`config.mk`:
```
export PLATFORM = sky130hd
export DESIGN_NAME = input_vc_unit
export DESIGN_NICKNAME = d
export VERILOG_FILES = /design/src/rtl/input_vc_unit.sv
export SDC_FILE = /design/constraint.sdc
export NUM_CORES = 1
export LEC_CHECK = 0
export ABC_AREA = 1
export CORE_AREA = 3 3 158 145
export DETAILED_ROUTE_END_ITERATION = 6
export DIE_AREA = 0 0 161 148
export GPL_ROUTABILITY_DRIVEN = 0
export GPL_TIMING_DRIVEN = 0
export PLACE_DENSITY = 0.6
export REMOVE_ABC_BUFFERS = 1
export SLEW_MARGIN = 10
export SYNTH_ARGS = -nofsm -noshare
export SYNTH_HDL_FRONTEND = slang
export SYNTH_SLANG_ARGS = --single-unit
```
`constraint.sdc`:
```
create_clock -name clk -period 3.1 [get_ports clk]
set_input_delay 0.62 -clock clk [delete_from_list [all_inputs] [get_ports clk]]
set_output_delay 0.62 -clock clk [all_outputs]
set_load 0.03 [all_outputs]
```
`src/rtl/input_vc_unit.sv`:
```
// Input virtual-channel unit: flit FIFO, head routing / VC request, switch request
// gated by downstream credits, registered flit departure and upstream credit return.
module input_vc_unit #(
    parameter int VID_BITS = 6,
    parameter int PORTS    = 5,
    parameter int CHANNELS = 12,
    parameter int FLIT_W   = 32,
    parameter int DEPTH    = 4,
    parameter int CREDITS  = 4
) (
    input  logic                     clk,
    input  logic                     rst,
    input  logic                     in_valid,
    input  logic [FLIT_W-1:0]        in_flit,
    input  logic                     in_head,
    input  logic                     in_tail,
    output logic                     credit_out,
    output logic                     va_req,
    output logic [$clog2(PORTS)-1:0] va_port,
    input  logic                     va_gnt,
    input  logic [VID_BITS-1:0]      va_ovid,
    output logic                     sa_req,
    output logic [VID_BITS-1:0]      g_ovid,
    input  logic                     sa_gnt,
    input  logic                     credit_in,
    output logic                     out_valid,
    output logic [FLIT_W-1:0]        out_flit,
    output logic                     out_tail,
    output logic                     vc_release,
    output logic                     ovf_err
);
    localparam int PW = $clog2(PORTS);
    localparam int AW = $clog2(DEPTH);
    localparam int CW = $clog2(CREDITS + 1);
    localparam int NUM_VCS = PORTS * CHANNELS;
    localparam logic [AW:0]   FULL_CNT = (AW + 1)'(DEPTH);
    localparam logic [CW-1:0] CRED_MAX = CW'(CREDITS);

    typedef struct packed {
        logic              tail;
        logic              head;
        logic [FLIT_W-1:0] flit;
    } entry_t;

    typedef enum logic [1:0] {IDLE, VA, ACTIVE} state_t;

    entry_t        mem [DEPTH];
    logic [AW-1:0] rd_ptr;
    logic [AW-1:0] wr_ptr;
    logic [AW:0]   count;
    logic [CW-1:0] cnt;
    state_t        state;
    entry_t        front;
    logic          empty;
    logic          full;
    logic          pop;
    logic          push;

    assign front = mem[rd_ptr];
    assign empty = (count == '0);
    assign full  = (count == FULL_CNT);

    // Requests are masked by rst so nothing reaches the allocators while resetting.
    assign va_req = (state == VA) && !rst;
    assign sa_req = (state == ACTIVE) && !empty && (cnt != '0) && !rst;
    assign pop    = sa_req && sa_gnt;
    assign push   = in_valid && (!full || pop);

    // NOTE: the buffer array is not reset; count/pointers alone define which entries are live.
    always_ff @(posedge clk) begin
        if (push) begin
            mem[wr_ptr] <= '{tail: in_tail, head: in_head, flit: in_flit};
        end
    end

    always_ff @(posedge clk) begin
        if (rst) begin
            rd_ptr     <= '0;
            wr_ptr     <= '0;
            count      <= '0;
            cnt        <= '0;
            state      <= IDLE;
            va_port    <= '0;
            g_ovid     <= '0;
            out_valid  <= 1'b0;
            out_flit   <= '0;
            out_tail   <= 1'b0;
            vc_release <= 1'b0;
            credit_out <= 1'b0;
            ovf_err    <= 1'b0;
        end else begin
            if (push) wr_ptr <= wr_ptr + AW'(1);
            if (pop)  rd_ptr <= rd_ptr + AW'(1);
            count <= count + (AW + 1)'(push) - (AW + 1)'(pop);

            out_valid  <= pop;
            credit_out <= pop;
            vc_release <= pop && front.tail;
            if (pop) begin
                out_flit <= front.flit;
                out_tail <= front.tail;
            end

            if (in_valid && full && !pop) ovf_err <= 1'b1;

            case (state)
                IDLE: begin
                    if (!empty) begin
                        if (front.head) begin
                            state   <= VA;
                            va_port <= front.flit[PW-1:0];
                        end else begin
                            // A body flit with no packet open is stuck here by design.
                            ovf_err <= 1'b1;
                        end
                    end
                end
                VA: begin
                    if (va_gnt) begin
                        g_ovid <= va_ovid;
                        cnt    <= CRED_MAX;
                        state  <= ACTIVE;
                    end
                end
                ACTIVE: begin
                    if (credit_in && !pop && cnt != CRED_MAX) begin
                        cnt <= cnt + CW'(1);
                    end else if (pop && !credit_in) begin
                        cnt <= cnt - CW'(1);
                    end
                    if (pop && front.tail) state <= IDLE;
                end
                default: state <= IDLE;
            endcase
        end
    end

    always_ff @(posedge clk) begin
        if (!rst && va_req && va_gnt) begin
            assert (int'(va_ovid) < NUM_VCS);
        end
    end
endmodule

```
=== Word-level counts from Yosys, hierarchy flattened ===
Memories as Yosys holds them, arrays and structs flattened. A register that Yosys moved wholly into a read port is not among the register bits.
Index checks and enable logic that the tools add are counted.
W data, S select, Z words.

* Multiplexer cells: 17
* Reduce and logical (&&, ||, !) cells: 26
* Bitwise logic cells: 1
* $add $sub $neg: 6
* Eq/ne operators: 9

{| class="wikitable"
|+ Operators by type and width
! kind !! number
|-
| $logic_and A1 B1 Y1 || 12
|-
| $mux W2 || 6
|-
| $mux W3 || 3
|-
| $mux W1 || 6
|-
| $ne A2 B2 Y1 const B || 3
|-
| $pmux W2 S3 || 1
|-
| $pmux W3 S2 || 1
|-
| $reduce_and A3 Y1 || 2
|-
| $logic_not A1 Y1 || 5
|-
| $add A2 B1 Y2 const B || 2
|-
| $reduce_and A4 Y1 || 1
|-
| $add A3 B1 Y3 || 1
|-
| $add A3 B1 Y3 const B || 1
|-
| $eq A3 B3 Y1 const B || 1
|-
| $logic_not A3 Y1 || 1
|-
| $ne A3 B1 Y1 const B || 1
|-
| $ne A3 B3 Y1 const B || 1
|-
| $reduce_bool A3 Y1 || 1
|-
| $sub A3 B1 Y3 || 1
|-
| $sub A3 B1 Y3 const B || 1
|-
| $eq A2 B1 Y1 const B || 1
|-
| $eq A2 B2 Y1 const B || 1
|-
| $logic_not A2 Y1 || 1
|-
| $ne A2 B1 Y1 const B || 1
|-
| other kinds (4) || 4
|}

* Input bits: 46
* Memories: 1
* Flip-flop bits (word level): 57
* RAM bits: 136

{| class="wikitable"
|+ Memories
! name !! words !! width !! read ports !! clocked after Yosys merged registers in !! wr ports !! RTL line !! source
|-
| mem || 4 || 34 || 1 || 1 || 1 || 47 || <nowiki>entry_t mem [DEPTH];</nowiki>
|}

=== Longest topological paths before layout ===
* Word-level depth: 12
* Mapped depth: 16
* Gate-level depth less buffers: 15

=== Worst setup path before layout ===
No wires, ideal clock.

* Kind: input to register
* Start point: input port rst
* End point: memory mem[0][0] in the netlist's numbering, enable pin
* Stages: 7
* Slack: -0.040 ns
* Setup time: 0.425 ns
* Data arrival time: 2.715 ns
* Cells stage by stage: inv_2 -> nand2_2 -> a21oi_4 -> nand3_4 -> nand3_1 -> nand2_1 -> nor2_1

* Cells in the longest elaborated chain, start to end: 7

{| class="wikitable"
|+ RTL lines
! element !! RTL line !! source
|-
| start: declaration || 12 || <nowiki>input logic rst,</nowiki>
|-
| $logic_not A1 Y1 || - ||
|-
| $logic_and A1 B1 Y1 || 65 || <nowiki>assign sa_req = (state == ACTIVE) && !empty && (cnt != '0) && !rst;</nowiki>
|-
| $logic_and A1 B1 Y1 || 66 || <nowiki>assign pop = sa_req && sa_gnt;</nowiki>
|-
| $logic_or A1 B1 Y1 || 67 || <nowiki>assign push = in_valid && (!full || pop);</nowiki>
|-
| $logic_and A1 B1 Y1 || 67 ||
|-
| $mux W1 || 71 || <nowiki>if (push) begin</nowiki>
|-
| $mux W1 (not written as such) || 72 || <nowiki>mem[wr_ptr] <= '{tail: in_tail, head: in_head, flit: in_flit};</nowiki>
|-
| end: declaration || 47 ||
|}

No other way between the ends.

=== Final worst setup path ===
* Start point: register state[0]
* End point: register count[2]

* Cells in the longest elaborated chain, start to end: 9

{| class="wikitable"
|+ RTL lines
! element !! RTL line !! source
|-
| start: declaration || 52 || <nowiki>state_t state;</nowiki>
|-
| start signal: assignment || 82 || <nowiki>state <= IDLE;</nowiki>
|-
| start signal: assignment || 110 || <nowiki>state <= VA;</nowiki>
|-
| start signal: assignment || 122 || <nowiki>state <= ACTIVE;</nowiki>
|-
| $eq A2 B2 Y1 * || 65 ||
|-
| $logic_and A1 B1 Y1 * (3 in series) || 65 ||
|-
| $logic_and A1 B1 Y1 * || 66 ||
|-
| $logic_or A1 B1 Y1 || 67 ||
|-
| $logic_and A1 B1 Y1 || 67 ||
|-
| $add A3 B1 Y3 || 94 || <nowiki>count <= count + (AW + 1)'(push) - (AW + 1)'(pop);</nowiki>
|-
| $sub A3 B1 Y3 * || 94 ||
|-
| end signal: assignment || 94 ||
|-
| end: declaration || 50 || <nowiki>logic [AW:0] count;</nowiki>
|}

Every way passes the cells marked *; elsewhere a longest branch is shown, timed or not.
A chain may end at the register's enable or synchronous reset.

==> reports/results.txt <==
Syn Inst Count = 652
largest net degree at the start of global routing = 70
final hold vios = 0
hold path start = out_tail
CTS Hold Bufs = 0
r2r setup slk = 0.21 ns
GRT Total Usage = 0.1404
post-route ant nets = 0
count of final max-slew check failures = 0
Synth Area in Adders = 0.02220
number of cells on the worst reg-to-reg path = 15
Initial Utilization = 0.3470
Vias per Instance = 4.665
drt pass-1 iters = 4
commonest non-fill, non-tap cell in the layout = nor2_1
crit path kind = reg -> reg
Tightest Hold Check Type = reg -> reg
Core Region = 21440 um^2
Netlist cell types = 26
1st-iter DRT viols = 261
Worst Path Max Fanout = 8
static leakage = 3.339 nW
die footprint = 23830 um^2
largest family of logic cells by synthesized area = simple AND/OR/NAND/NOR gates
total grt overflow = 0
DP HPWL = 9129 um
max frequency = 346.3 MHz
Tightest Pin Transition = 1.079 ns
first-pass GRT wire length = 25480 um
power per cell area = 681.8 nW/um^2
final instance area = 9397 um^2
worst reg2reg path startpoint = state[0]
Period Utilization, post-route = 0.9316
drc violations = 0
Synth Area in Simple Gates = 0.1152
reg2reg end = count[2]
routed len/inst = 15.77 um
outcome = finished clean
CTS root buf = clkbuf_16
Startpoint Class = flip-flop
worst skew pair latency = 0.43 ns
max-cap violations = 0
n_diodes = 0
die width = 161 um
CTS clock-pin slew for the worst setup and hold paths = 0.07 ns
I/O pin count = 94
Synth Area in Compound Gates = 0.1111
Avg Cell Area, Syn = 11.41 um^2
arrival time worst endpoint = 3.21 ns
CTS tree = done
Hold Path Depth = 2
most frequent cells in the layout = 159 x nor2_1, 136 x edfxtp_1, 99 x o21ai_0
Worst Skew = 0.009487 ns
layout cells sized above 1 = 0.07333
number of synthesized register bits = 195
chip height = 148 um
multiplexer share of the synthesized area = 0
Non-Filler Instances = 1041
IO Port Bufs = 93
Syn Std Cell Area = 7441 um^2
setup TNS = 0 ns
Worst Path Required = 3.42 ns
clk sinks = 195
antenna violations before repair = 0
vias in the first global route = 4736
Peak VDD IR = 0.2964 mV
DP Cell Count = 1007
sequential area share after synthesis = 0.7076
WL final = 16410 um
XOR/XNOR Fraction of Synth Area = 0.002354
max_slew headroom = 0.2798
H-tree lvl count = 4
worst hold endpoint = out_tail
Area Growth Syn to Fin = 26.28%
crit path time final = 2.888 ns
via count = 4856
final setup fails = 0
crit end category = flip-flop
postcts setup bufs = 0
nets = 795
Max clock buf depth = 2
Placed Area = 8743 um^2
CTS Buf Count = 17
count of standard-cell rows = 51
Synth Warn # = 0
[report_power, final]
part	internal (mW)	total (mW)	leakage [nW]	switching, mW
sequential	3.06	3.15	1.73	0.0989
combinational	0.400	1.07	1.33	0.671
clock	1.15	2.18	0.281	1.03
total	4.61	6.41	3.34	1.80
[worst max-delay path by stage]
stage	startpoint	to	slack (ns)	depth (start not counted)
global placement	rst	mem[3][15]	-3.09	8
floorplan	rst	mem[0][0]	-0.36	7
CTS	rst	count[2]	0.06	15
global route	state[0]	count[2]	-0.003	15
detailed placement	rst	count[2]	-1.81	14
finish	state[0]	count[2]	0.21	15
[area by class of cell]
type	instances	area (um^2)
flip-flops and latches	195	5270
fillers	2011	12040
clock buffers	18	429.2
inverters	38	182.7
repair inverters	2	17.52
well taps	291	364.1
clock inverters	14	165.2
repair buffers	98	1064
multi-input cells	385	1904
[metal layers]
metal  GRT usage  vias up  wire, um
met5           0        -         0
met4     0.04516        0       186
met3     0.03586       16       762
met2      0.2417       97      7990
met1      0.1738     2309      7474
li1            -     2434         -
[synth_stat cells]
cell type | instances | share of area
inv_1 | 34 | 0.017
nand4_1 | 2 | 0.0017
clkinv_1 | 1 | 0.00050
clkbuf_1 | 15 | 0.0076
buf_4 | 2 | 0.0020
o22ai_1 | 3 | 0.0025
fa_1 | 2 | 0.0054
o21ai_0 | 99 | 0.067
nand2_1 | 33 | 0.017
xor2_1 | 2 | 0.0024
dfxtp_1 | 59 | 0.16
o21ai_1 | 11 | 0.0074
buf_6 | 2 | 0.0030
nand3_4 | 1 | 0.0024
edfxtp_1 | 136 | 0.55
inv_2 | 3 | 0.0015
buf_1 | 2 | 0.0010
nor2_1 | 163 | 0.082
nand3_1 | 13 | 0.0087
buf_2 | 13 | 0.0087
nand2_2 | 3 | 0.0025
a31oi_1 | 29 | 0.024
a21oi_4 | 1 | 0.0022
nand3b_1 | 1 | 0.0010
a21oi_1 | 12 | 0.0081
ha_1 | 10 | 0.017
[flip-flops by register name, summed over array words and instances (netlist names), 2 cells and up, named ones only]
register	count
mem	136
wr_ptr	2
out_flit	32
rd_ptr	2
va_port	3
cnt	3
count	3
g_ovid	6
state	2
[timing repair]
| item | in CTS | in global routing |
|---|---|---|
| gates cloned | 2 | 0 |
| hold endpoints to repair | 0 | 0 |
| setup endpoints to repair | 174 | 1 |
| gates resized for setup | 12 | 4 |
[worst max-delay path: stages, from the launching register on]
cell	delay [ns]
dfxtp_1	0.33
inv_1	0.10
ha_1	0.30
nand2_2	0.11
a21oi_4	0.15
nand3_4	0.18
nand3_1	0.17
nand2_4	0.14
ha_1	0.31
inv_1	0.05
ha_1	0.13
inv_1	0.05
fa_1	0.37
xor2_1	0.16
o21ai_0	0.15
a21oi_1	0.06
[cell families after synthesis]
logic type | after synthesis
AOI/OAI and AO/OA | 155
xor gates and xnor gates | 2
adders and majority gates | 12
buffers and inverters | 72
DFF | 195
and+or+nand+nor | 216
[metrics by stage]
stage	utilization	power, mW	setup slack [ns]	hold WS [ns]
3_5_place_dp	0.4078	4.278	-1.808	0.4628
6_report	0.4383	6.407	0.2120	0.4703
4_1_cts	0.4381	6.456	0.06390	0.4742
3_3_place_gp	0.3997	4.220	-3.090	0.4500
5_1_grt	0.4383	6.713	-0.002769	0.5039
2_1_floorplan	-	3.871	-0.3638	0.4561
Power figures use the tool's default switching activity.
